### src/rtl/div_unit_pkg.sv
// div_unit_pkg: shared definitions for the EX-stage divider.
//   div_state_e  - divider FSM encodings (DIV_IDLE/DIV_BYZERO/DIV_ON/DIV_END)
//   DIV_DATA_W   - operand width
//   DIV_RESULT_W - width of the {remainder, quotient} result
//   DIV_START/DIV_STOP - start_i levels driven by EX
package div_unit_pkg;

    localparam int unsigned DIV_DATA_W   = 32;
    localparam int unsigned DIV_RESULT_W = 64;

    localparam logic DIV_START = 1'b1;
    localparam logic DIV_STOP  = 1'b0;

    typedef enum logic [1:0] {
        DIV_IDLE   = 2'd0,
        DIV_BYZERO = 2'd1,
        DIV_ON     = 2'd2,
        DIV_END    = 2'd3
    } div_state_e;

endpackage

### src/rtl/div_unit_step.sv
// div_unit_step: one combinational radix-2 restoring step.
//   partial_i [2W:0] - partial register {upper, lower}; upper = remainder, lower = dividend/quotient
//   divisor_i [W-1:0] - unsigned divisor magnitude
//   partial_o [2W:0] - partial register after shift, trial subtract and quotient-bit insert
module div_unit_step #(
    parameter int unsigned DATA_W = 32
) (
    input  logic [2*DATA_W:0] partial_i,
    input  logic [DATA_W-1:0] divisor_i,
    output logic [2*DATA_W:0] partial_o
);

    // Upper bits after the left shift, with one guard bit so the trial sign is exact.
    logic [DATA_W+1:0] upper;
    logic [DATA_W+1:0] trial;

    always_comb begin
        upper = partial_i[2*DATA_W:DATA_W-1];
        trial = upper - {2'b00, divisor_i};
        if (!trial[DATA_W+1]) begin
            partial_o = {trial[DATA_W:0], partial_i[DATA_W-2:0], 1'b1};
        end else begin
            partial_o = {upper[DATA_W:0], partial_i[DATA_W-2:0], 1'b0};
        end
    end

endmodule

### src/rtl/div_unit.sv
// div_unit: multi-cycle signed/unsigned restoring divider for the EX stage.
//   clk, rst      - clock, synchronous active-high reset
//   signed_div_i  - 1 = DIV (signed), 0 = DIVU; sampled with start_i
//   opdata1_i     - dividend; sampled with start_i
//   opdata2_i     - divisor; sampled with start_i
//   start_i       - request, held by EX until ready_o
//   annul_i       - abort (pipeline flush)
//   result_o      - {remainder, quotient}, valid while ready_o
//   ready_o       - result valid
module div_unit
    import div_unit_pkg::*;
#(
    parameter int unsigned DATA_W = DIV_DATA_W,
    parameter int unsigned CNT_W  = 6
) (
    input  logic                clk,
    input  logic                rst,
    input  logic                signed_div_i,
    input  logic [DATA_W-1:0]   opdata1_i,
    input  logic [DATA_W-1:0]   opdata2_i,
    input  logic                start_i,
    input  logic                annul_i,
    output logic [2*DATA_W-1:0] result_o,
    output logic                ready_o
);

    div_state_e          state_q, state_d;
    logic [CNT_W-1:0]    cnt_q, cnt_d;
    logic [2*DATA_W:0]   partial_q, partial_d;
    logic [DATA_W-1:0]   divisor_q, divisor_d;
    logic                neg_rem_q, neg_rem_d;
    logic                neg_quo_q, neg_quo_d;
    logic                ready_q, ready_d;
    logic [2*DATA_W-1:0] result_q, result_d;

    logic [2*DATA_W:0]   partial_step;
    logic [DATA_W-1:0]   dvd_abs, dvs_abs;
    logic [DATA_W-1:0]   quo_raw, rem_raw;

    div_unit_step #(
        .DATA_W (DATA_W)
    ) u_step (
        .partial_i (partial_q),
        .divisor_i (divisor_q),
        .partial_o (partial_step)
    );

    // Magnitudes only differ from the raw operands for negative signed inputs;
    // 0x80000000 maps to itself, which is the correct unsigned magnitude.
    assign dvd_abs = (signed_div_i && opdata1_i[DATA_W-1]) ? -opdata1_i : opdata1_i;
    assign dvs_abs = (signed_div_i && opdata2_i[DATA_W-1]) ? -opdata2_i : opdata2_i;

    assign quo_raw = partial_q[DATA_W-1:0];
    assign rem_raw = partial_q[2*DATA_W-1:DATA_W];

    always_comb begin
        state_d   = state_q;
        cnt_d     = cnt_q;
        partial_d = partial_q;
        divisor_d = divisor_q;
        neg_rem_d = neg_rem_q;
        neg_quo_d = neg_quo_q;
        ready_d   = ready_q;
        result_d  = result_q;

        if (annul_i) begin
            state_d  = DIV_IDLE;
            cnt_d    = '0;
            ready_d  = 1'b0;
            result_d = '0;
        end else begin
            unique case (state_q)
                DIV_IDLE: begin
                    if (start_i) begin
                        divisor_d = dvs_abs;
                        partial_d = {{(DATA_W+1){1'b0}}, dvd_abs};
                        neg_rem_d = signed_div_i & opdata1_i[DATA_W-1];
                        neg_quo_d = signed_div_i & (opdata1_i[DATA_W-1] ^ opdata2_i[DATA_W-1]);
                        cnt_d     = '0;
                        state_d   = (opdata2_i == '0) ? DIV_BYZERO : DIV_ON;
                    end
                end
                DIV_BYZERO: begin
                    result_d = '0;
                    ready_d  = 1'b1;
                    state_d  = DIV_END;
                end
                DIV_ON: begin
                    if (cnt_q == CNT_W'(DATA_W)) begin
                        result_d = {neg_rem_q ? -rem_raw : rem_raw,
                                    neg_quo_q ? -quo_raw : quo_raw};
                        ready_d  = 1'b1;
                        state_d  = DIV_END;
                    end else begin
                        partial_d = partial_step;
                        cnt_d     = cnt_q + CNT_W'(1);
                    end
                end
                DIV_END: begin
                    if (!start_i) begin
                        ready_d  = 1'b0;
                        result_d = '0;
                        state_d  = DIV_IDLE;
                    end
                end
                default: state_d = DIV_IDLE;
            endcase
        end
    end

    always_ff @(posedge clk) begin
        if (rst) begin
            state_q   <= DIV_IDLE;
            cnt_q     <= '0;
            partial_q <= '0;
            divisor_q <= '0;
            neg_rem_q <= 1'b0;
            neg_quo_q <= 1'b0;
            ready_q   <= 1'b0;
            result_q  <= '0;
        end else begin
            state_q   <= state_d;
            cnt_q     <= cnt_d;
            partial_q <= partial_d;
            divisor_q <= divisor_d;
            neg_rem_q <= neg_rem_d;
            neg_quo_q <= neg_quo_d;
            ready_q   <= ready_d;
            result_q  <= result_d;
        end
    end

    assign ready_o  = ready_q;
    assign result_o = result_q;

endmodule

### config.mk
export PLATFORM = sky130hd
export DESIGN_NAME = div_unit
export DESIGN_NICKNAME = d
export VERILOG_FILES = /design/src/rtl/div_unit_pkg.sv /design/src/rtl/div_unit_step.sv /design/src/rtl/div_unit.sv
export SDC_FILE = /design/constraint.sdc
export NUM_CORES = 1
export LEC_CHECK = 0
export CAP_MARGIN = 10
export CORE_ASPECT_RATIO = 1.5
export CORE_UTILIZATION = 62
export DETAILED_ROUTE_END_ITERATION = 10
export PLACE_DENSITY_LB_ADDON = 0.1
export SLEW_MARGIN = 10
export SYNTH_ARGS = -nofsm -noshare
export SYNTH_HDL_FRONTEND = slang
export SYNTH_HIERARCHICAL = 1
export SYNTH_SLANG_ARGS = --single-unit
### constraint.sdc
create_clock -name clk -period 8 [get_ports clk]
set_input_delay 2 -clock clk [delete_from_list [all_inputs] [get_ports clk]]
set_output_delay 2 -clock clk [all_outputs]
set_load 0.005 [all_outputs]
# Yosys cells after proc, flatten, opt, wreduce, memory -nomap -nowiden

Index checks and enable logic that the tools add are counted.

Register bits after elaboration: 172
Output and inout port bits: 65
ROM bits: 0
Bits in latches: 0
Logic and storage cells: 60
Memories kept: 0
RAM bits: 0
Input bits: 69

Equal/unequal tests: 8
Bitwise operators: 4
Mux-type cells: 22
Reductions and logical operators: 12
Multipliers: 0
Shift operators: 0
Divide/modulo/power cells: 0
$lt $le $gt $ge: 0
$add $sub $neg: 6

Operator list:

| kind                                          | count |
|---|---|
| two-way mux 65 bit                            | 3 |
| one-hot mux 64 bit (3 select lines)           | 1 |
| one-hot mux 65 bit (2 select lines)           | 1 |
| two-way mux 32 bit                            | 4 |
| two-way mux 64 bit                            | 2 |
| negation 32 bit                               | 4 |
| subtractor 34 x 32 -> 34 bit                  | 1 |
| logical NOT 32 bit                            | 1 |
| two-way mux 6 bit                             | 2 |
| one-hot mux 6 bit (2 select lines)            | 1 |
| AND reduction 3 bit                           | 4 |
| two-way mux 2 bit                             | 4 |
| inequality test 2 bit, second input constant  | 4 |
| one-hot mux 2 bit (4 select lines)            | 1 |
| adder 6 x 1 -> 6 bit, second input constant   | 1 |
| == test 6 bit, second input constant          | 1 |
| == test 2 bit, second input constant          | 2 |
| AND reduction 4 bit                           | 1 |
| one-hot mux 1 bit (3 select lines)            | 1 |
| nonzero test 3 bit                            | 1 |
| AND 1 bit                                     | 2 |
| == test 2 x 1 -> 1 bit, second input constant | 1 |
| logical AND 1 bit                             | 2 |
| logical NOT 2 bit                             | 1 |
| 5 further kinds                               | 6 |

# Logic depth before layout (Yosys ltp)

Gate-level depths: netlist of the first run.

Depth after elaboration: 4
Depth in mapped cells: 16

# By module

Netlist of the first run, hierarchy kept.

By module, submodules not included:

| module        | area each (µm²) | seq. area each (µm²) | cells each | times used |
|---|---|---|---|---|
| div_unit      | 9326.4          | 3443.3               | 1094       | 1 |
| div_unit_step | 2446.1          | 0.0                  | 337        | 1 |

# Worst setup path before layout of the first run

No wires, ideal clock.

Kind: input to register
Start point: in opdata1_i[7]
End point: reg partial_q[30]
Path slack: 4233 ps
Required time: 7868 ps
Path buffers: 1
Arrival time: 3636 ps
Stages on the path: 6
Cells stage by stage: or4_4 > buf_6 > or4_4 > o21ba_1 > a311oi_1 > o31ai_1

Cells in the longest elaborated chain, start to end: 4

Ends and longest elaborated chain:

| item                                | line            | source |
|---|---|---|
| from (decl)                         | div_unit.sv:19  | `input logic [DATA_W-1:0] opdata1_i,` |
| negation 32 bit                     | div_unit.sv:50  | `assign dvd_abs = (signed_div_i && opdata1_i[DATA_W-1]) ? -opdata1_i : opdata1_i;` |
| two-way mux 32 bit                  | div_unit.sv:50  |  |
| two-way mux 65 bit                  | div_unit.sv:74  | `if (start_i) begin` |
| one-hot mux 65 bit (2 select lines) | div_unit.sv:72  | `unique case (state_q)` |
| to (signal assigned)                | div_unit.sv:124 | `partial_q <= partial_d;` |
| to (decl)                           | div_unit.sv:29  | `logic [2*DATA_W:0] partial_q, partial_d;` |

Every way passes these cells. The select of a mux whose other input is x is not followed.
A chain may end at the register's enable or synchronous reset.

# Worst setup path after layout of the first run

Start point: in start_i
End point: reg partial_q[10]

Cells in the longest elaborated chain, start to end: 2

Ends and longest elaborated chain:

| item                            | line           | source |
|---|---|---|
| from (decl)                     | div_unit.sv:21 | `input logic start_i,` |
| inequality test 2 bit (no line) | -              |  |
| AND reduction 4 bit (no line)   | -              |  |

Every way passes these cells.

==> impl_metrics.tcl, run 1 <==
set metrics [dict create \
    status "finished clean" \
    cts_root_buf "clkbuf_16" \
    clk_transition_reported_paths_ps 70 \
    finalHoldViolCount 0 \
    max_stage_delay_ps 760 \
    postLayoutCellArea_sq_mm 0.0136 \
    crit_slowest_cell "nand2_2" \
    finalSetupViolCount 0 \
    ys_top_cells_by_area "dfxtp_1 29%, xor2_1 5.2%, xnor2_1 4.8%" \
    htree_levels 4 \
    grt_pass1_wl_um 53600 \
    synth_top_cell_area_share_pct 29.2 \
    cts_setup_buffers 0 \
    cts_tree "built" \
    ys_top_cells_by_count "172 x dfxtp_1, 125 x nor2_1, 93 x a21oi_1, 83 x nand2_1, 75 x clkbuf_1" \
    clk_path_buf_depth 2 \
    drt_pass1_iterations 7 \
    rsz0062_at_grt "false" \
    numPortBuffers 133 \
    relSlewSlack_pct 19.5 \
    ys_types 87 \
    share_seq_of_total_power_pct 39.4 \
    synth_cells 1431 \
    hold_buffers 0 \
    dp_cells 1704 \
    period_minus_slack_ps 4350 \
    ant_nets 0 \
    clk-insertion-delay-late_ps 450 \
    crit_family "simple AND/OR/NAND/NOR gates" \
    fin_cells 1736 \
    tns_ps 0 \
    fp.dieArea_sq_mm 0.0196 \
    track_usage_pct 35.0 \
    vias 11300 \
    worst_pin_slew_ps 1200 \
    critPathLaunchType "input port" \
    synth_fp_nets 1542 \
    drv_slew 0 \
    arrival_ps 4750 \
    place_congestion 0.952 \
    grt_overflow 0 \
    synth_sequential_area_ratio_pct 29.2 \
    min_path_type "register to register" \
    grt_max_degree 93 \
    clkPwrFrac_pct 40.1 \
    wl_per_cell_um 19.7 \
    detail_route.iter0.violations 787 \
    final.period_utilization_pct 54.4 \
    postSynthAreaPerCell_sq_um 8.23 \
    synth-edff-count 0 \
    worstPathRequired_ps 8390 \
    path_max_fanout 59 \
    irDropWorstVdd_mv 0.143 \
    grt_pass1_vias 10800 \
    cts-resized-gates 0 \
    power.internal_mw 1.63 \
    vias_per_cell 6.50 \
    nets 1582 \
    async_reset_ff_share_pct 0 \
    drc 0 \
    worst_setup_path_end_kind "register" \
    ys_ff_latch 172 \
    io_pins 134 \
    die_w_um 115 \
    ys.flop_type "dfxtp_1" \
    p_sw_mw 0.697 \
    max_freq_ghz 0.230 \
    num_antenna_cells 0 \
    power_frac_comb_pct 20.4 \
    die_y_um 171 \
    cts_sinks 172 \
    start_util_pct 63.5 \
    cts_buffers 17 \
    yosys.area.top_type "dfxtp_1" \
    path_class "input port to register" \
    critPathBufInv 1 \
    cellLeakagePower_nw 4.97 \
    dpl_cell_area_sq_mm 0.0129 \
    drive_gt1_share_pct 6.06 \
    power_density_mw_per_mm2 171 \
    design.core.area_sq_mm 0.0185 \
    synth_area_sq_mm 0.0118 \
    yosysWarnings 6 \
    yosysMostFrequentCell "dfxtp_1" \
    routed_wl_um 34200 \
    drv_cap 0 \
    skew_ps 9.00 \
    synthToLayoutAreaGrowth_pct 15.3 \
    post-dp-hpwl_um 24700 \
    grt_antenna_before_repair 0 \
    rows 61 \
    swShare_pct 30.0 \
    crit_chain "clkdlybuf4s50_1, mux2i_1, nor2_1, nand2_2, a2111oi_0, a31o_2" \
]
-- tightest hold or removal path, delay by kind of cell (launching register included) --
kind | cells | cell delay (ps)
AND/OR/NAND/NOR | 1 | 50
flip-flops | 1 | 310
AO/OA/AOI/OAI | 1 | 50
-- state kept, by name, indices dropped and copies added (netlist names) --
| signal | count |
|---|---|
| neg_quo_q | 1 |
| neg_rem_q | 1 |
| cnt_q | 6 |
| divisor_q | 32 |
| result_o | 64 |
| partial_q | 65 |
| ready_o | 1 |
| state_q | 2 |
-- layer usage --
metal	track usage, %	wire (um)	up-vias
met1	36.1	12600	5380
li1	-	-	5365
met2	63.1	17800	402
met4	26.5	2390	0
met5	0	0	-
met3	5.56	1360	133
-- stage by stage --
step / setup slack (ps) / utilization [%] / total power [mW] / hold slack, ps
2_1_floorplan: 4230 / - / 1.26 / 440
3_3_place_gp: 3320 / 69.7 / 1.39 / 440
3_5_place_dp: 3260 / 69.7 / 1.40 / 446
4_1_cts: 3720 / 73.2 / 2.31 / 456
5_1_grt: 3490 / 73.2 / 2.40 / 471
6_report: 3650 / 73.2 / 2.32 / 455
-- layout make-up --
cell class	count	area (sq um)
inverters	60	225
flip-flops and latches	172	3440
repair buffers	143	1400
fillers	1491	4970
well taps	252	315
multi-input cells	1077	7530
clock buffers	18	439
clock inverters	14	218
-- placed cells by master, fill, tap and decap left out, types with 7 or more instances in the layout --
| cell | n |
|---|---|
| nor2_1 | 124 |
| clkdlybuf4s50_1 | 132 |
| clkbuf_16 | 17 |
| buf_4 | 10 |
| a31oi_1 | 19 |
| xor2_1 | 69 |
| dfxtp_1 | 172 |
| a311oi_1 | 8 |
| inv_1 | 60 |
| o211ai_1 | 14 |
| o41ai_1 | 23 |
| nand2_1 | 82 |
| nand3_1 | 39 |
| nor4_1 | 16 |
| or4_1 | 14 |
| a41oi_1 | 9 |
| a21oi_1 | 93 |
| mux2_1 | 21 |
| xnor2_1 | 64 |
| nand4_1 | 20 |
| o21ai_0 | 41 |
| o31ai_1 | 30 |
| nor3_1 | 26 |
| a22oi_1 | 36 |
| nand2b_1 | 16 |
| a21o_1 | 26 |
| o2bb2ai_1 | 47 |
| nor2b_1 | 11 |
| o22ai_1 | 7 |
| ha_1 | 40 |
| mux2i_1 | 12 |
| and3_1 | 9 |
| or3_1 | 17 |
| a211oi_1 | 29 |
-- power groups by stage --
stage / sequential [mW] / combinational [mW] / clock [mW]
6_report: 0.916 / 0.474 / 0.932
5_1_grt: 0.918 / 0.511 / 0.969
4_1_cts: 0.915 / 0.465 / 0.933
3_5_place_dp: 0.934 / 0.462 / 0
3_3_place_gp: 0.933 / 0.454 / 0
2_1_floorplan: 0.923 / 0.338 / 0
-- cell families (layout without fill, tap and decap cells) --
group / count (synthesis) / after routing / share of synthesized area [%]
compound gates: 432 / 432 / 26.0
buf+inv: 182 / 235 / 7.09
flops: 172 / 172 / 29.2
mux: 39 / 39 / 3.63
simple gates: 430 / 430 / 19.5
fa+ha+maj: 42 / 42 / 4.53
xor+xnor: 134 / 134 / 9.97
-- path summary, 6_finish.rpt --
check / from / to / slack [ps] / depth (start not counted)
setup reg to reg: partial_q[39]$_SDFFE_PP0P_ / partial_q[50]$_SDFFE_PP0P_ / 3770 / 12
setup / recovery: start_i / partial_q[10]$_SDFFE_PP0P_ / 3650 / 6
hold reg to reg: result_o[34]$_SDFFE_PP0P_ / result_o[34]$_SDFFE_PP0P_ / 450 / 2
hold / removal: result_o[34]$_SDFFE_PP0P_ / result_o[34]$_SDFFE_PP0P_ / 450 / 2
Note: power is estimated with default switching activity, not from simulation.
==> run 2, diff against run 1 <==
- CORE_UTILIZATION: 62 -> 58
- clock period: 8 -> 4.4 ns (I/O delays scaled with it)
==> impl_metrics.tcl, run 2 (synthesized netlist as in run 1, its figures left out) <==
set metrics [dict create \
    n_fill_cell 1727 \
    hold_buffers 0 \
    cts_sinks 172 \
    fin_cells 1754 \
    worst_setup_path_end_kind "register" \
    rr_worst_depth 13 \
    r2r-start "divisor_q[14]$_SDFFE_PP0P_" \
    drive_gt1_share_pct 6.76 \
    finalSetupViolCount 0 \
    share_seq_of_total_power_pct 40.2 \
    cts_root_buf "clkbuf_16" \
    ant_nets 0 \
    hold_ws_ps 457 \
    drt_pass1_iterations 5 \
    htree_levels 4 \
    topRoutingLayerUsed "met4" \
    clk_transition_reported_paths_ps 70 \
    min_path_type "register to register" \
    cts_tree "built" \
    fp.dieArea_sq_mm 0.0209 \
    drc 0 \
    clk-insertion-delay-late_ps 440 \
    synthToLayoutAreaGrowth_pct 15.9 \
    final_cell_mix "172 x dfxtp_1, 132 x clkdlybuf4s50_1, 124 x nor2_1, 93 x a21oi_1, 82 x nand2_1" \
    rsz0062_at_grt "false" \
    drv_slew 0 \
    worst_pin_slew_ps 1100 \
    cts_buffers 17 \
    met3WireLength_um 1340 \
    grt_pass1_vias 10700 \
    die_w_um 118 \
    vias 11200 \
    routed_wl_um 34200 \
    track_usage_pct 32.7 \
    power_density_mw_per_mm2 304 \
    r2r-end "partial_q[49]$_SDFFE_PP0P_" \
    die_y_um 176 \
    design.core.area_sq_mm 0.0199 \
    grt_max_degree 50 \
    post-dp-hpwl_um 25600 \
    wl_met2_um 18200 \
    arrival_ps 4130 \
    path_max_fanout 28 \
    power.internal_mw 2.88 \
    num_antenna_cells 0 \
    period_minus_slack_ps 3820 \
    grt_overflow 0 \
    io_pins 134 \
    irDropWorstVdd_mv 0.274 \
    clkPwrFrac_pct 38.7 \
    grt_pass1_wl_um 53900 \
    clk_path_buf_depth 2 \
    status "finished clean" \
    skew_ps 12.2 \
    numPortBuffers 133 \
    drv_cap 0 \
    relSlewSlack_pct 26.7 \
    swShare_pct 30.6 \
    path_class "register to register" \
    hold_start "result_o[35]$_SDFFE_PP0P_" \
    cts-resized-gates 0 \
    wl_met1_um 12500 \
    power_mw 4.15 \
    cellLeakagePower_nw 5.03 \
    final.period_utilization_pct 86.8 \
    place_congestion 0.992 \
    power_frac_comb_pct 21.1 \
    ff2ff_setup_slack_ps 580 \
    start_util_pct 59.3 \
    tns_ps 0 \
    final_common_cell "dfxtp_1" \
    rows 63 \
    max_freq_ghz 0.262 \
    hold_depth 2 \
    hold_end "result_o[35]$_SDFFE_PP0P_" \
    nets 1592 \
    cts_setup_buffers 0 \
    grt_antenna_before_repair 0 \
    critPathLaunchType "register" \
    detail_route.iter0.violations 610 \
    largest_reg_flops 65 \
    worstPathRequired_ps 4710 \
    dp_cells 1722 \
    wl_per_cell_um 19.5 \
    regMostFlops "partial_q" \
    vias_per_cell 6.40 \
    finalHoldViolCount 0 \
    p_sw_mw 1.27 \
]
run 2: worst max-delay path: stages (launching register included):
cell and delay [ps]:
dfxtp_1 420, inv_1 90, ha_1 390, nand4_1 170, or3b_1 420, a211oi_2 280
o31ai_1 120, and3_4 220, o31ai_4 250, xor2_4 470, buf_12 260, mux2_1 360
a22oi_1 170, nor2_1 60
run 2: power by group through the flow:
stage | Clock [mW] | Combinational, mW | Sequential (mW)
6_report | 1.61 | 0.876 | 1.67
5_1_grt | 1.69 | 0.950 | 1.67
4_1_cts | 1.63 | 0.866 | 1.66
3_5_place_dp | 0 | 0.861 | 1.70
3_3_place_gp | 0 | 0.851 | 1.70
2_1_floorplan | 0 | 0.614 | 1.68
run 2: per-layer routing:
| metal | vias to the layer above | GRT usage [%] |
|---|---|---|
| met5 | - | 0 |
| met4 | 0 | 23.3 |
| met3 | 115 | 4.04 |
| met2 | 385 | 61.0 |
| met1 | 5363 | 33.5 |
| li1 | 5366 | - |
run 2: cell type report:
cell class	count	area, sq um	share of cell area [%]
Clock inverter	13	176	1.29
Inverter	60	225	1.65
Multi-Input combinational cell	1077	7540	55.2
Clock buffer	19	453	3.32
Tap cell	260	325	2.38
Sequential cell	172	3440	25.2
Timing Repair Buffer	153	1490	10.9
run 2: worst max path at each step:
| stage | from | to | cells after the start |
|---|---|---|---|
| finish | divisor_q[14]$_SDFFE_PP0P_ | partial_q[49]$_SDFFE_PP0P_ | 13 |
| global placement | divisor_q[14]$_SDFFE_PP0P_ | partial_q[55]$_SDFFE_PP0P_ | 13 |
| floorplan | partial_q[37]$_SDFFE_PP0P_ | partial_q[59]$_SDFFE_PP0P_ | 13 |
| global route | divisor_q[14]$_SDFFE_PP0P_ | partial_q[54]$_SDFFE_PP0P_ | 13 |
| CTS | divisor_q[14]$_SDFFE_PP0P_ | partial_q[49]$_SDFFE_PP0P_ | 13 |
| detailed placement | divisor_q[14]$_SDFFE_PP0P_ | partial_q[63]$_SDFFE_PP0P_ | 13 |
run 2: stage by stage:
step / instance area (sq um) / worst slack, ps / utilization [%]
after floorplan: 11800 / 1320 / -
after global placement: 13000 / 707 / 65.5
after detailed placement: 13000 / 633 / 65.5
after CTS: 13600 / 617 / 68.7
after global routing: 13600 / 351 / 68.7
final: 13600 / 579 / 68.7
==> run 3, diff against run 2 <==
- CELL_PAD_IN_SITES_DETAIL_PLACEMENT: default -> 1
- CELL_PAD_IN_SITES_GLOBAL_PLACEMENT: default -> 1
- CORE_UTILIZATION: 58 -> 43
- GPL_TIMING_DRIVEN: default -> 0
==> impl_metrics.tcl, run 3 (synthesized netlist as in run 1, its figures left out) <==
set metrics [dict create \
    status "finished clean" \
    max_stage_delay_ps 410 \
    grt_overflow 0 \
    hold_depth 2 \
    wl_per_cell_um 23.2 \
    fp.dieArea_sq_mm 0.0281 \
    clk_path_buf_depth 2 \
    clk-insertion-delay-late_ps 470 \
    final.period_utilization_pct 89.2 \
    grt_max_degree 17 \
    die_w_um 137 \
    regMostFlops "partial_q" \
    crit_family "compound AO/OA/AOI/OAI gates" \
    finalHoldViolCount 0 \
    cellLeakagePower_nw 5.23 \
    relSlewSlack_pct 34.3 \
    cts_tree "built" \
    wl_met2_um 23300 \
    skew_ps 9.62 \
    critPathBufInv 2 \
    routed_wl_um 44700 \
    critPathLaunchType "register" \
    die_y_um 205 \
    drive_gt1_share_pct 7.34 \
    rr_worst_depth 13 \
    dp_cells 1898 \
    hold_buffers 0 \
    clk_transition_reported_paths_ps 70 \
    drv_slew 0 \
    multi_input_area_sq_mm 0.00749 \
    fin_cells 1930 \
    largest_reg_flops 65 \
    n_fill_cell 3217 \
    post-dp-hpwl_um 34700 \
    tns_ps 0 \
    cts_buffers 17 \
    numPortBuffers 130 \
    finalSetupViolCount 0 \
    cts_root_buf "clkbuf_16" \
    ant_nets 0 \
    irDropWorstVdd_mv 0.288 \
    design.core.area_sq_mm 0.0267 \
    final_common_cell "dfxtp_1" \
    grt_pass1_wl_um 68800 \
    rows 73 \
    place_congestion 0.932 \
    worst_pin_slew_ps 983 \
    topRoutingLayerUsed "met5" \
    drv_cap 0 \
    arrival_ps 4270 \
    detail_route.iter0.violations 544 \
    crit_chain "ha_1, clkbuf_1, nand2_1, or3b_1, a211oi_2, o31ai_1, and3_4, o31ai_4, xor2_1, buf_4, mux2_1, a22oi_1, nor2_1" \
    io_pins 134 \
    track_usage_pct 32.6 \
    num_antenna_cells 0 \
    grt_pass1_vias 12500 \
    max_freq_ghz 0.255 \
    htree_levels 4 \
    nets 1691 \
    crit_slowest_cell "or3b_1" \
    final_cell_mix "172 x dfxtp_1, 130 x clkdlybuf4s50_1, 125 x nor2_1, 93 x a21oi_1, 83 x nand2_1" \
    min_path_type "register to register" \
    cts-resized-gates 0 \
    grt_antenna_before_repair 1 \
    met3WireLength_um 1710 \
    start_util_pct 44.1 \
    power_density_mw_per_mm2 305 \
    worst_setup_path_end_kind "register" \
    period_minus_slack_ps 3920 \
    cts_sinks 172 \
    rsz0062_at_grt "false" \
    path_max_fanout 10 \
    drt_pass1_iterations 8 \
    wl_met1_um 16200 \
    regArea_sq_mm 0.00344 \
    cts_setup_buffers 0 \
    synthToLayoutAreaGrowth_pct 20.0 \
    worstPathRequired_ps 4740 \
    hold_ws_ps 456 \
    vias 12000 \
    drc 0 \
    vias_per_cell 6.19 \
    cp.depth 13 \
    path_class "register to register" \
]
-- run 3: power breakdown --
| part | switching (mW) | internal (mW) |
|---|---|---|
| clock | 0.718 | 0.959 |
| sequential | 0.0636 | 1.61 |
| combinational | 0.605 | 0.359 |
| total | 1.39 | 2.92 |
-- run 3: path summary, 6_finish.rpt --
path / startpoint / endpoint / slack [ps]
setup / recovery: partial_q[37]$_SDFFE_PP0P_ / partial_q[47]$_SDFFE_PP0P_ / 480
hold / removal: result_o[7]$_SDFFE_PP0P_ / result_o[7]$_SDFFE_PP0P_ / 460
setup reg to reg: partial_q[37]$_SDFFE_PP0P_ / partial_q[47]$_SDFFE_PP0P_ / 480
hold reg to reg: result_o[7]$_SDFFE_PP0P_ / result_o[7]$_SDFFE_PP0P_ / 460
-- run 3: through the flow --
| stage | total power, mW | area, sq um | setup slack, ps | utilization, % |
|---|---|---|---|---|
| after floorplan | 2.29 | 11800 | 1320 | - |
| after global placement | 2.62 | 13500 | 366 | 50.6 |
| after detailed placement | 2.65 | 13500 | 359 | 50.6 |
| after CTS | 4.32 | 14100 | 492 | 53.0 |
| after global routing | 4.47 | 14100 | 294 | 53.0 |
| final | 4.31 | 14100 | 476 | 53.0 |
-- run 3: layout make-up --
class                           count  share of cell area [%]
Multi-Input combinational cell   1077                    53.0
Sequential cell                   172                    24.4
Timing Repair Buffer              130                    9.21
Buffer                            122                    4.31
Clock buffer                       17                    3.01
Tap cell                          337                    2.98
Inverter                           60                    1.59
Clock inverter                     15                    1.50
-- run 3: routing by layer --
layer	global-route usage [%]	vias to the layer above
li1	-	5561
met1	32.1	5879
met2	58.6	332
met3	5.94	177
met4	26.3	2
met5	0	-
-- run 3: worst reg2reg max path: stages (launching register included) --
cell and delay [ps]:
dfxtp_1 400, ha_1 320, clkbuf_1 290, nand2_1 130, or3b_1 410, a211oi_2 410, o31ai_1 140, and3_4 230
o31ai_4 180, xor2_1 370, buf_4 290, mux2_1 360, a22oi_1 220, nor2_1 60
